[config.mk]
export PLATFORM = sky130hd
export DESIGN_NAME = pixel_stream_reader_flat
export DESIGN_NICKNAME = d
export VERILOG_FILES = /design/src/rtl/pixel_stream_reader_pkg.sv /design/src/rtl/pixel_stream_reader_if.sv /design/src/rtl/pixel_stream_reader_skid_buf.sv /design/src/rtl/pixel_stream_reader.sv /design/src/flat_wrapper.sv
export SDC_FILE = /design/constraint.sdc
export NUM_CORES = 2
export LEC_CHECK = 0
export CAP_MARGIN = 40
export CORE_ASPECT_RATIO = 1.75
export CORE_UTILIZATION = 40
export CTS_CLUSTER_SIZE = 8
export DETAILED_ROUTE_END_ITERATION = 8
export GPL_ROUTABILITY_DRIVEN = 0
export PLACE_DENSITY = 0.69
export SETUP_SLACK_MARGIN = 0.4
export SYNTH_ARGS = -nofsm -noshare
export SYNTH_HDL_FRONTEND = slang
export SYNTH_SLANG_ARGS = --single-unit
export TNS_END_PERCENT = 5
[constraint.sdc]
create_clock -name clock -period 21.7 [get_ports clock]
set_input_delay 5.425 -clock clock [delete_from_list [all_inputs] [get_ports clock]]
set_output_delay 5.425 -clock clock [all_outputs]
set_load 0.01 [all_outputs]
[src/rtl/pixel_stream_reader_pkg.sv]
// Shared types for the pixel stream reader: FSM encoding and checksum width.
package pixel_stream_reader_pkg;

  typedef enum logic [1:0] {
    ST_IDLE = 2'd0,
    ST_RUN  = 2'd1,
    ST_DONE = 2'd2
  } psr_state_e;

  localparam int CSUM_W = 32;

endpackage

[src/rtl/pixel_stream_reader_if.sv]
// FIFO read port plus framed pixel output stream of the pixel stream reader.
interface pixel_stream_reader_if #(parameter int PIX_W = 96);
  logic             fifo_empty;
  logic [PIX_W-1:0] fifo_q;
  logic             fifo_rdreq;
  logic             out_valid;
  logic             out_ready;
  logic [PIX_W-1:0] out_data;
  logic             out_sof;
  logic             out_eol;
  logic             out_eof;

  modport master (
    input  fifo_empty, fifo_q, out_ready,
    output fifo_rdreq, out_valid, out_data, out_sof, out_eol, out_eof
  );

  modport slave (
    output fifo_empty, fifo_q, out_ready,
    input  fifo_rdreq, out_valid, out_data, out_sof, out_eol, out_eof
  );
endinterface

[src/rtl/pixel_stream_reader_skid_buf.sv]
// Registered output stage backed by two skid entries; absorbs FIFO words still
// in flight when the downstream stalls. skid_occ counts words behind the output.
module pixel_skid_buf #(
  parameter int W = 96
) (
  input  logic         clock,
  input  logic         reset,
  input  logic         in_valid,
  input  logic [W-1:0] in_data,
  output logic         out_valid,
  input  logic         out_ready,
  output logic [W-1:0] out_data,
  output logic [1:0]   skid_occ
);
  logic [2:0][W-1:0] mem_q, mem_d;
  logic [1:0]        cnt_q, cnt_d, wr_idx;
  logic              pop;

  always_comb begin
    mem_d  = mem_q;
    pop    = (cnt_q != 2'd0) && out_ready;
    if (pop) begin
      mem_d[0] = mem_q[1];
      mem_d[1] = mem_q[2];
    end
    // entry 0 is the output register; new words land just behind the survivors
    wr_idx = cnt_q - {1'b0, pop};
    if (in_valid) begin
      case (wr_idx)
        2'd0:    mem_d[0] = in_data;
        2'd1:    mem_d[1] = in_data;
        default: mem_d[2] = in_data;
      endcase
    end
    cnt_d = cnt_q + {1'b0, in_valid} - {1'b0, pop};
  end

  always_ff @(posedge clock) begin
    if (reset) begin
      mem_q <= '0;
      cnt_q <= '0;
    end else begin
      mem_q <= mem_d;
      cnt_q <= cnt_d;
    end
  end

  assign out_valid = (cnt_q != 2'd0);
  assign out_data  = mem_q[0];
  assign skid_occ  = (cnt_q == 2'd0) ? 2'd0 : cnt_q - 2'd1;
endmodule

[src/rtl/pixel_stream_reader.sv]
// Drains the RGB pixel FIFO into a framed valid/ready stream (sof/eol/eof).
// Optional `define PSR_CHECKSUM_EN adds a running R+G+B checksum output.
module pixel_stream_reader
  import pixel_stream_reader_pkg::*;
#(
  parameter int DWIDTH = 32,
  parameter int DIM_W  = 16
) (
  input  logic             clock,
  input  logic             reset,
  input  logic [DIM_W-1:0] cfg_width,
  input  logic [DIM_W-1:0] cfg_height,
  input  logic             cfg_start,
  output logic             busy,
  output logic             frame_done,
  output logic             cfg_err,
`ifdef PSR_CHECKSUM_EN
  output logic [CSUM_W-1:0] checksum,
`endif
  pixel_stream_reader_if.master bus
);
  localparam int PIX_W = DWIDTH * 3;
  localparam int CNT_W = 2 * DIM_W;

  psr_state_e       state_q, state_d;
  logic [DIM_W-1:0] w_q, w_d, h_q, h_d, x_q, x_d, y_q, y_d;
  logic [CNT_W-1:0] issued_q, issued_d, total;
  logic             inflight_q, inflight_d, cfg_err_q, cfg_err_d;
  logic             rdreq, beat, at_eol, at_eof;
  logic [1:0]       skid_occ;
  logic             sb_valid;
  logic [PIX_W-1:0] sb_data;
`ifdef PSR_CHECKSUM_EN
  logic [CSUM_W-1:0] csum_q, csum_d;

  function automatic logic [CSUM_W-1:0] pix_sum(input logic [PIX_W-1:0] p);
    return CSUM_W'(p[3*DWIDTH-1:2*DWIDTH]) + CSUM_W'(p[2*DWIDTH-1:DWIDTH])
         + CSUM_W'(p[DWIDTH-1:0]);
  endfunction
`endif

  pixel_skid_buf #(.W(PIX_W)) u_skid (
    .clock, .reset,
    .in_valid (inflight_q),
    .in_data  (bus.fifo_q),
    .out_valid(sb_valid),
    .out_ready(bus.out_ready),
    .out_data (sb_data),
    .skid_occ
  );

  always_comb begin
    total  = CNT_W'(w_q) * CNT_W'(h_q);
    at_eol = (x_q == w_q - DIM_W'(1));
    at_eof = at_eol && (y_q == h_q - DIM_W'(1));
    beat   = sb_valid && bus.out_ready;
    // only register-fed terms: every issued word must fit behind the output stage
    rdreq  = (state_q == ST_RUN) && !bus.fifo_empty
          && (({1'b0, skid_occ} + {2'b0, inflight_q}) < 3'd2)
          && (issued_q < total);
  end

  always_comb begin
    state_d    = state_q;
    w_d        = w_q;
    h_d        = h_q;
    x_d        = x_q;
    y_d        = y_q;
    issued_d   = issued_q;
    inflight_d = rdreq;
    cfg_err_d  = 1'b0;
`ifdef PSR_CHECKSUM_EN
    csum_d     = csum_q;
`endif
    case (state_q)
      ST_IDLE: begin
        if (cfg_start) begin
          if (cfg_width != '0 && cfg_height != '0) begin
            state_d  = ST_RUN;
            w_d      = cfg_width;
            h_d      = cfg_height;
            x_d      = '0;
            y_d      = '0;
            issued_d = '0;
`ifdef PSR_CHECKSUM_EN
            csum_d   = '0;
`endif
          end else begin
            cfg_err_d = 1'b1;
          end
        end
      end
      ST_RUN: begin
        if (rdreq) issued_d = issued_q + CNT_W'(1);
        if (beat) begin
`ifdef PSR_CHECKSUM_EN
          csum_d = csum_q + pix_sum(sb_data);
`endif
          if (at_eol) begin
            x_d = '0;
            y_d = y_q + DIM_W'(1);
          end else begin
            x_d = x_q + DIM_W'(1);
          end
          if (at_eof) state_d = ST_DONE;
        end
      end
      ST_DONE: state_d = ST_IDLE;
      default: state_d = ST_IDLE;
    endcase
  end

  always_ff @(posedge clock) begin
    if (reset) begin
      state_q    <= ST_IDLE;
      w_q        <= '0;
      h_q        <= '0;
      x_q        <= '0;
      y_q        <= '0;
      issued_q   <= '0;
      inflight_q <= 1'b0;
      cfg_err_q  <= 1'b0;
`ifdef PSR_CHECKSUM_EN
      csum_q     <= '0;
`endif
    end else begin
      state_q    <= state_d;
      w_q        <= w_d;
      h_q        <= h_d;
      x_q        <= x_d;
      y_q        <= y_d;
      issued_q   <= issued_d;
      inflight_q <= inflight_d;
      cfg_err_q  <= cfg_err_d;
`ifdef PSR_CHECKSUM_EN
      csum_q     <= csum_d;
`endif
    end
  end

  assign busy           = (state_q != ST_IDLE);
  assign frame_done     = (state_q == ST_DONE);
  assign cfg_err        = cfg_err_q;
  assign bus.fifo_rdreq = rdreq;
  assign bus.out_valid  = sb_valid;
  assign bus.out_data   = sb_data;
  assign bus.out_sof    = sb_valid && (x_q == '0) && (y_q == '0);
  assign bus.out_eol    = sb_valid && at_eol;
  assign bus.out_eof    = sb_valid && at_eof;
`ifdef PSR_CHECKSUM_EN
  assign checksum       = csum_q;
`endif
endmodule

[src/flat_wrapper.sv]
// flat-port wrapper written by rule: the top's interface ports become plain ports
module pixel_stream_reader_flat import pixel_stream_reader_pkg::*;
#(
  parameter int DWIDTH = 32,
  parameter int DIM_W  = 16
)
  (clock, reset, cfg_width, cfg_height, cfg_start, busy, frame_done, cfg_err, bus_fifo_empty, bus_fifo_q, bus_out_ready, bus_fifo_rdreq, bus_out_valid, bus_out_data, bus_out_sof, bus_out_eol, bus_out_eof);
  pixel_stream_reader_if #(.PIX_W(96)) bus_i ();
  input  logic clock;
  input  logic reset;
  input  logic [DIM_W-1:0] cfg_width;
  input  logic [DIM_W-1:0] cfg_height;
  input  logic cfg_start;
  output logic busy;
  output logic frame_done;
  output logic cfg_err;
  input wire logic [$bits(bus_i.fifo_empty)-1:0] bus_fifo_empty;
  input wire logic [$bits(bus_i.fifo_q)-1:0] bus_fifo_q;
  input wire logic [$bits(bus_i.out_ready)-1:0] bus_out_ready;
  output wire logic [$bits(bus_i.fifo_rdreq)-1:0] bus_fifo_rdreq;
  output wire logic [$bits(bus_i.out_valid)-1:0] bus_out_valid;
  output wire logic [$bits(bus_i.out_data)-1:0] bus_out_data;
  output wire logic [$bits(bus_i.out_sof)-1:0] bus_out_sof;
  output wire logic [$bits(bus_i.out_eol)-1:0] bus_out_eol;
  output wire logic [$bits(bus_i.out_eof)-1:0] bus_out_eof;
  assign bus_i.fifo_empty = bus_fifo_empty;
  assign bus_i.fifo_q = bus_fifo_q;
  assign bus_i.out_ready = bus_out_ready;
  assign bus_fifo_rdreq = bus_i.fifo_rdreq;
  assign bus_out_valid = bus_i.out_valid;
  assign bus_out_data = bus_i.out_data;
  assign bus_out_sof = bus_i.out_sof;
  assign bus_out_eol = bus_i.out_eol;
  assign bus_out_eof = bus_i.out_eof;
  pixel_stream_reader #(.DWIDTH(DWIDTH), .DIM_W(DIM_W)) u_core (.clock(clock), .reset(reset), .cfg_width(cfg_width), .cfg_height(cfg_height), .cfg_start(cfg_start), .busy(busy), .frame_done(frame_done), .cfg_err(cfg_err), .bus(bus_i));
endmodule
* After elaboration in Yosys (flattened, before gate mapping) *
Cells that the tools add are included.

cells by class
  reductions and logical operators = 29
  $mul = 1
  $lt $le $gt $ge = 2
  eq/ne operators = 11
  bitwise operators = 3
  multiplexer cells = 23
  add/subtract/negate cells = 10

operator list
  cell                                                    count
  two-way mux 192 bit                                     2
  two-way mux 96 bit                                      2
  two-way mux 16 bit                                      6
  two-way mux 32 bit                                      3
  one-hot mux 16 bit (2 select lines)                     2
  one-hot mux 32 bit (2 select lines)                     1
  adder 16 x 1 -> 16 bit (second input constant)          2
  adder 32 x 1 -> 32 bit (second input constant)          1
  equality test 16 bit                                    2
  zero test 16 bit                                        2
  < comparator 32 bit                                     1
  multiplier 16 x 16 -> 32 bit                            1
  nonzero test 16 bit                                     2
  subtractor 16 x 1 -> 16 bit (second input constant)     2
  AND reduction 4 bit                                     3
  logical AND 1 bit                                       10
  two-way mux 2 bit                                       5
  inequality test 2 x 1 -> 1 bit (second input constant)  4
  zero test 2 bit                                         3
  nonzero test 2 bit                                      3
  AND reduction 5 bit                                     1
  equality test 2 x 1 -> 1 bit (second input constant)    2
  inequality test 2 bit (second input constant)           2
  one-hot mux 2 bit (2 select lines)                      1
  13 further kinds                                        16

word-level totals
  register bits = 390
  output and inout port bits = 104
  word-level logic and storage cells = 91

* Depth between registers and ports, before layout *
  depth after elaboration = 8
  depth in mapped cells = 35
  depth with buffers taken out = 31

* Modules after synthesis *
Synthesis repeated with hierarchy kept, for this count alone.

second synthesis, totals
  cell total of the unflattened synthesis = 3482
  area total of the unflattened synthesis = 28665.0 µm²

modules (own cells, without submodules)
  module               seq. area each (µm²)  area an instance (µm²)  cells each  instances
  pixel_stream_reader  2001.9                15013.1                 1804        1
  pixel_skid_buf       5805.6                13651.8                 1678        1

* Worst setup path before layout *
Ideal clock, no wire load.

  path kind = register to output
  from = register u_core.h_q[2]
  to = output bus_fifo_rdreq
  slack = 8928 ps
  arrival time = 7347 ps
  stages on the path, launching flop included = 29
  cell sequence = dfxtp_1 -> clkbuf_1 -> clkbuf_1 -> nand2_1 -> fa_1 -> fa_1 -> fa_1 -> fa_1 -> inv_1 -> fa_1 -> inv_1 -> fa_1 -> inv_1 -> ha_1 -> a21oi_1 -> o21ai_0 -> a21oi_1 -> a21boi_0 -> o221ai_1 -> a311o_1 -> mux2i_1 -> nand4_1 -> ha_1 -> and3_1 -> nand3_1 -> nand4_1 -> or4_1 -> clkbuf_1 -> nand2_1

between the ends
  longest elaborated chain between the ends = 3

RTL lines
  item                          RTL line                    RTL
  start: declaration            pixel_stream_reader.sv:26   logic [DIM_W-1:0] w_q, w_d, h_q, h_d, x_q, x_d, y_q, y_d;
  start signal: assignment      pixel_stream_reader.sv:117  h_q <= '0;
  start signal: assignment      pixel_stream_reader.sv:129  h_q <= h_d;
  multiplier 16 x 16 -> 32 bit  pixel_stream_reader.sv:53   total = CNT_W'(w_q) * CNT_W'(h_q);
  < comparator 32 bit           pixel_stream_reader.sv:60   && (issued_q < total);
  logical AND 1 bit             pixel_stream_reader.sv:60
  end: declaration              flat_wrapper.sv:20          output wire logic [$bits(bus_i.fifo_rdreq)-1:0] bus_fifo_rdreq;

Every way passes these cells.

* Final worst setup path *
  from = register u_core.h_q[1]
  to = output bus_fifo_rdreq

Same word-level chain as after synthesis.

==> summary.txt <==
Final layout
  • Area added between synthesis and finish: 14.25%
  • Share of cells above drive strength 1: 3.876%
  • Final non-filler cell total: 4303
  • # nets final: 3874
  • Final Cell Area: 31060 um2
  • Post-layout util: 46.14%

Detailed routing
  • Routed vias/inst: 5.465
  • DR iter-0 viols: 1376
  • DR pass1 iterations: 5
  • Final wirelength: 78.79 mm
  • Antenna Nets Post-Route: 0
  • WL/cell: 18.31 um
  • Residual DRC: 0
  • Routed via count: 23520

Global routing
  • First-pass GRT wire length: 125.7 mm
  • Vias in the first global route: 23460
  • GRT Total Usage: 22.91%
  • Initial antenna violation count: 5
  • Largest net degree at the start of global routing: 91
  • Remaining global-route overflow: 0

STA
  • Fmax: 67.98 MHz
  • Worst slew pin tran: 967.3 ps
  • Setup_tns: 0 ps
  • Final period utilization: 67.79%
  • Worst rel slew slack: 35.42%
  • Tmin final: 14710 ps
  • Setup violators final: 0
  • RSZ-0062 raised after global routing: false
  • Clock skew: 20.26 ps
  • Hold_ws: 452.2 ps
  • Final hold viol count: 0
  • Slew Viols, Final: 0

Worst setup path
  • Slowest CP cell: dfxtp_1
  • Crit path largest cell delay: 940 ps
  • Data required, critical path: 16270 ps
  • Delay-heaviest family, CP: adder cells
  • Worst Path Arrival: 9290 ps
  • Top cell by count, worst path: fa_1
  • Worst-path fanout max: 19
  • Worst Setup End Kind: output port
  • Worst path bufs/invs: 4
  • Crit Path Class: register to output port
  • Crit path launch type: register

Synthesis
  • Ys async rst share: 0%
  • Compound-Gate Fraction of Synth Area: 12.80%
  • Synth Flop Type: dfxtp_1
  • Simple-gate share of the synthesized area: 23.00%
  • Mapped Area: 27180 um2
  • Warnings, synthesis: 0
  • Mux share of post-synthesis cell area: 1.731%
  • Register area share after synthesis: 28.72%
  • Post-synthesis instance total: 3395
  • Flops & latches, synth: 390
  • Post-synth cell types: 67
  • Synth Area in Adders: 20.96%
  • Syn_nets: 3867
  • Synth top area cells: dfxtp_1 (29%), fa_1 (14%), nand2_1 (11%)
  • Cell taking the most area after synthesis: dfxtp_1
  • Syn avg cell area: 8.007 um2
  • EDFF count, synth: 0
  • Post-synth top area share: 28.72%
  • XOR/XNOR Fraction of Synth Area: 3.079%
  • Largest family of logic cells by synthesized area: simple AND/OR/NAND/NOR gates

CTS
  • Resized cells post-CTS: 0
  • Max Buffers Root-to-Sink: 3
  • Post-CTS Hold Buffers: 0
  • TritonCTS clock tree: yes
  • Clock-pin transition on the worst setup and hold timing paths: 60 ps
  • # Post-CTS Setup Buffers: 0
  • # H-tree levels: 2
  • Clk root buf: clkbuf_16
  • Clock sink total: 390
  • Clk_lat worst skew: 600 ps
  • CTS Buf Count: 55

Power
  • Power per cell area: 69.18 nW/um2
  • Peak VDD IR: 75.71 uV
  • Leakage: 0.01225 uW

Floorplanning
  • Core Box Area: 67320 um2
  • IO Count: 237
  • Die width: 199.1 um
  • Starting density of the core: 40.38%
  • DIE AREA: 69050 um2
  • Die Ht: 346.9 um
  • Row count: 126

Placement
  • Post-detail-place hpwl: 55.76 mm
  • Dpl cells: 4241
  • Port bufs: 236
  • DP Area: 29600 um2

Outcome
  • Outcome: completed

Worst hold path
  • Hold Path Class: register to register

Job
  • Max Cap Viol: 0
[worst reg2reg max path, delay by kind of cell (launching register included)]
kind                       cells  cell delay [ps]
muxes                          1              210
and+or+nand+nor                8             2350
DFF                            1              940
buffers and inverters          4              420
adders and majority gates      8             3710
AOI/OAI and AO/OA              7             1450
[report_power, final]
group	leakage, uW	internal (uW)	total, uW	switching, uW
registers	0.00316	779	826	47.1
clock network	0.000709	448	769	322
logic	0.00838	212	553	341
[routing by layer]
| layer | part of all wire (%) | global-route usage, % | up-vias |
|---|---|---|---|
| met1 | 36 | 24.28 | 11420 |
| met3 | 6.1 | 4.565 | 270 |
| met4 | 7.0 | 15.59 | 8 |
| met5 | 0.065 | 0 | - |
| met2 | 51 | 40.33 | 726 |
| li1 | - | - | 11090 |
[cells by family after synthesis]
family | count (synthesis)
mux | 47
fa+ha+maj | 339
xor+xnor | 94
buf+inv | 605
flops | 390
simple gates | 1439
compound gates | 481
[worst paths after layout]
kind	cells past startpoint	to	startpoint	slack, ps
min	2	u_core.u_skid.mem_q[199]$_SDFFE_PP0P_	u_core.u_skid.mem_q[199]$_SDFFE_PP0P_	450
max reg2reg	28	u_core.issued_q[10]$_SDFFE_PP0P_	u_core.h_q[1]$_SDFFE_PP0P_	12540
max	26	bus_fifo_rdreq	u_core.h_q[1]$_SDFFE_PP0P_	6990
min reg2reg	2	u_core.u_skid.mem_q[199]$_SDFFE_PP0P_	u_core.u_skid.mem_q[199]$_SDFFE_PP0P_	450
[flip-flops by register name (all words and copies together), names as in the netlist]
| signal | cells |
|---|---|
| u_core.w_q | 16 |
| u_core.inflight_q | 1 |
| u_core.u_skid.mem_q | 192 |
| u_core.u_skid.cnt_q | 2 |
| u_core.u_skid.out_data | 96 |
| u_core.y_q | 16 |
| u_core.issued_q | 32 |
| u_core.state_q | 2 |
| u_core.cfg_err | 1 |
| u_core.h_q | 16 |
| u_core.x_q | 16 |
[placed cells by master (no fill, tap or decap), drive strengths merged, types with 8 or more instances in the layout]
| master | count |
|---|---|
| nor2b | 8 |
| nand3 | 46 |
| nand2b | 13 |
| and2 | 122 |
| fa | 194 |
| o21ai | 36 |
| mux2i | 47 |
| clkbuf | 56 |
| nor2 | 309 |
| or3 | 32 |
| clkdlybuf4s50 | 235 |
| a21oi | 151 |
| inv | 274 |
| dfxtp | 390 |
| and3 | 19 |
| buf | 48 |
| nand2 | 784 |
| a31oi | 16 |
| ha | 145 |
| a21o | 18 |
| nor4 | 23 |
| xnor2 | 58 |
| xor2 | 35 |
| or4 | 8 |
| nor3 | 25 |
| nand4 | 20 |
| a311oi | 193 |
[Yosys cell counts, drive strengths merged, types with 18 or more instances]
| cell | number |
|---|---|
| o21ai | 36 |
| xor2 | 35 |
| inv | 272 |
| a21oi | 151 |
| and2 | 122 |
| and3 | 19 |
| nor3 | 25 |
| ha | 145 |
| fa | 194 |
| xnor2 | 58 |
| a311oi | 193 |
| dfxtp | 390 |
| or3 | 32 |
| buf | 112 |
| nor2 | 309 |
| mux2i | 47 |
| nand4 | 20 |
| a21o | 18 |
| nand2 | 784 |
| nor4 | 23 |
| clkbuf | 221 |
| nand3 | 46 |
[stage by stage]
step                total power (uW)  worst slack (ps)
finish                          2149              6989
global route                    2249              6485
CTS                             2166              6965
detailed placement              1391              7661
global placement                1379              7490
floorplan                       1198              8928
[cell type report]
cell class              count  area [um2]
diodes                      1       2.502
clock buffers              56        1390
clock inverters             5       60.06
fillers                  6516       36260
inverters                 272        1026
multi-input cells        2400       16770
flip-flops and latches    390        7807
well taps                 896        1121
repair buffers            283        2875
No activity file was read; power rests on OpenSTA's default activity.
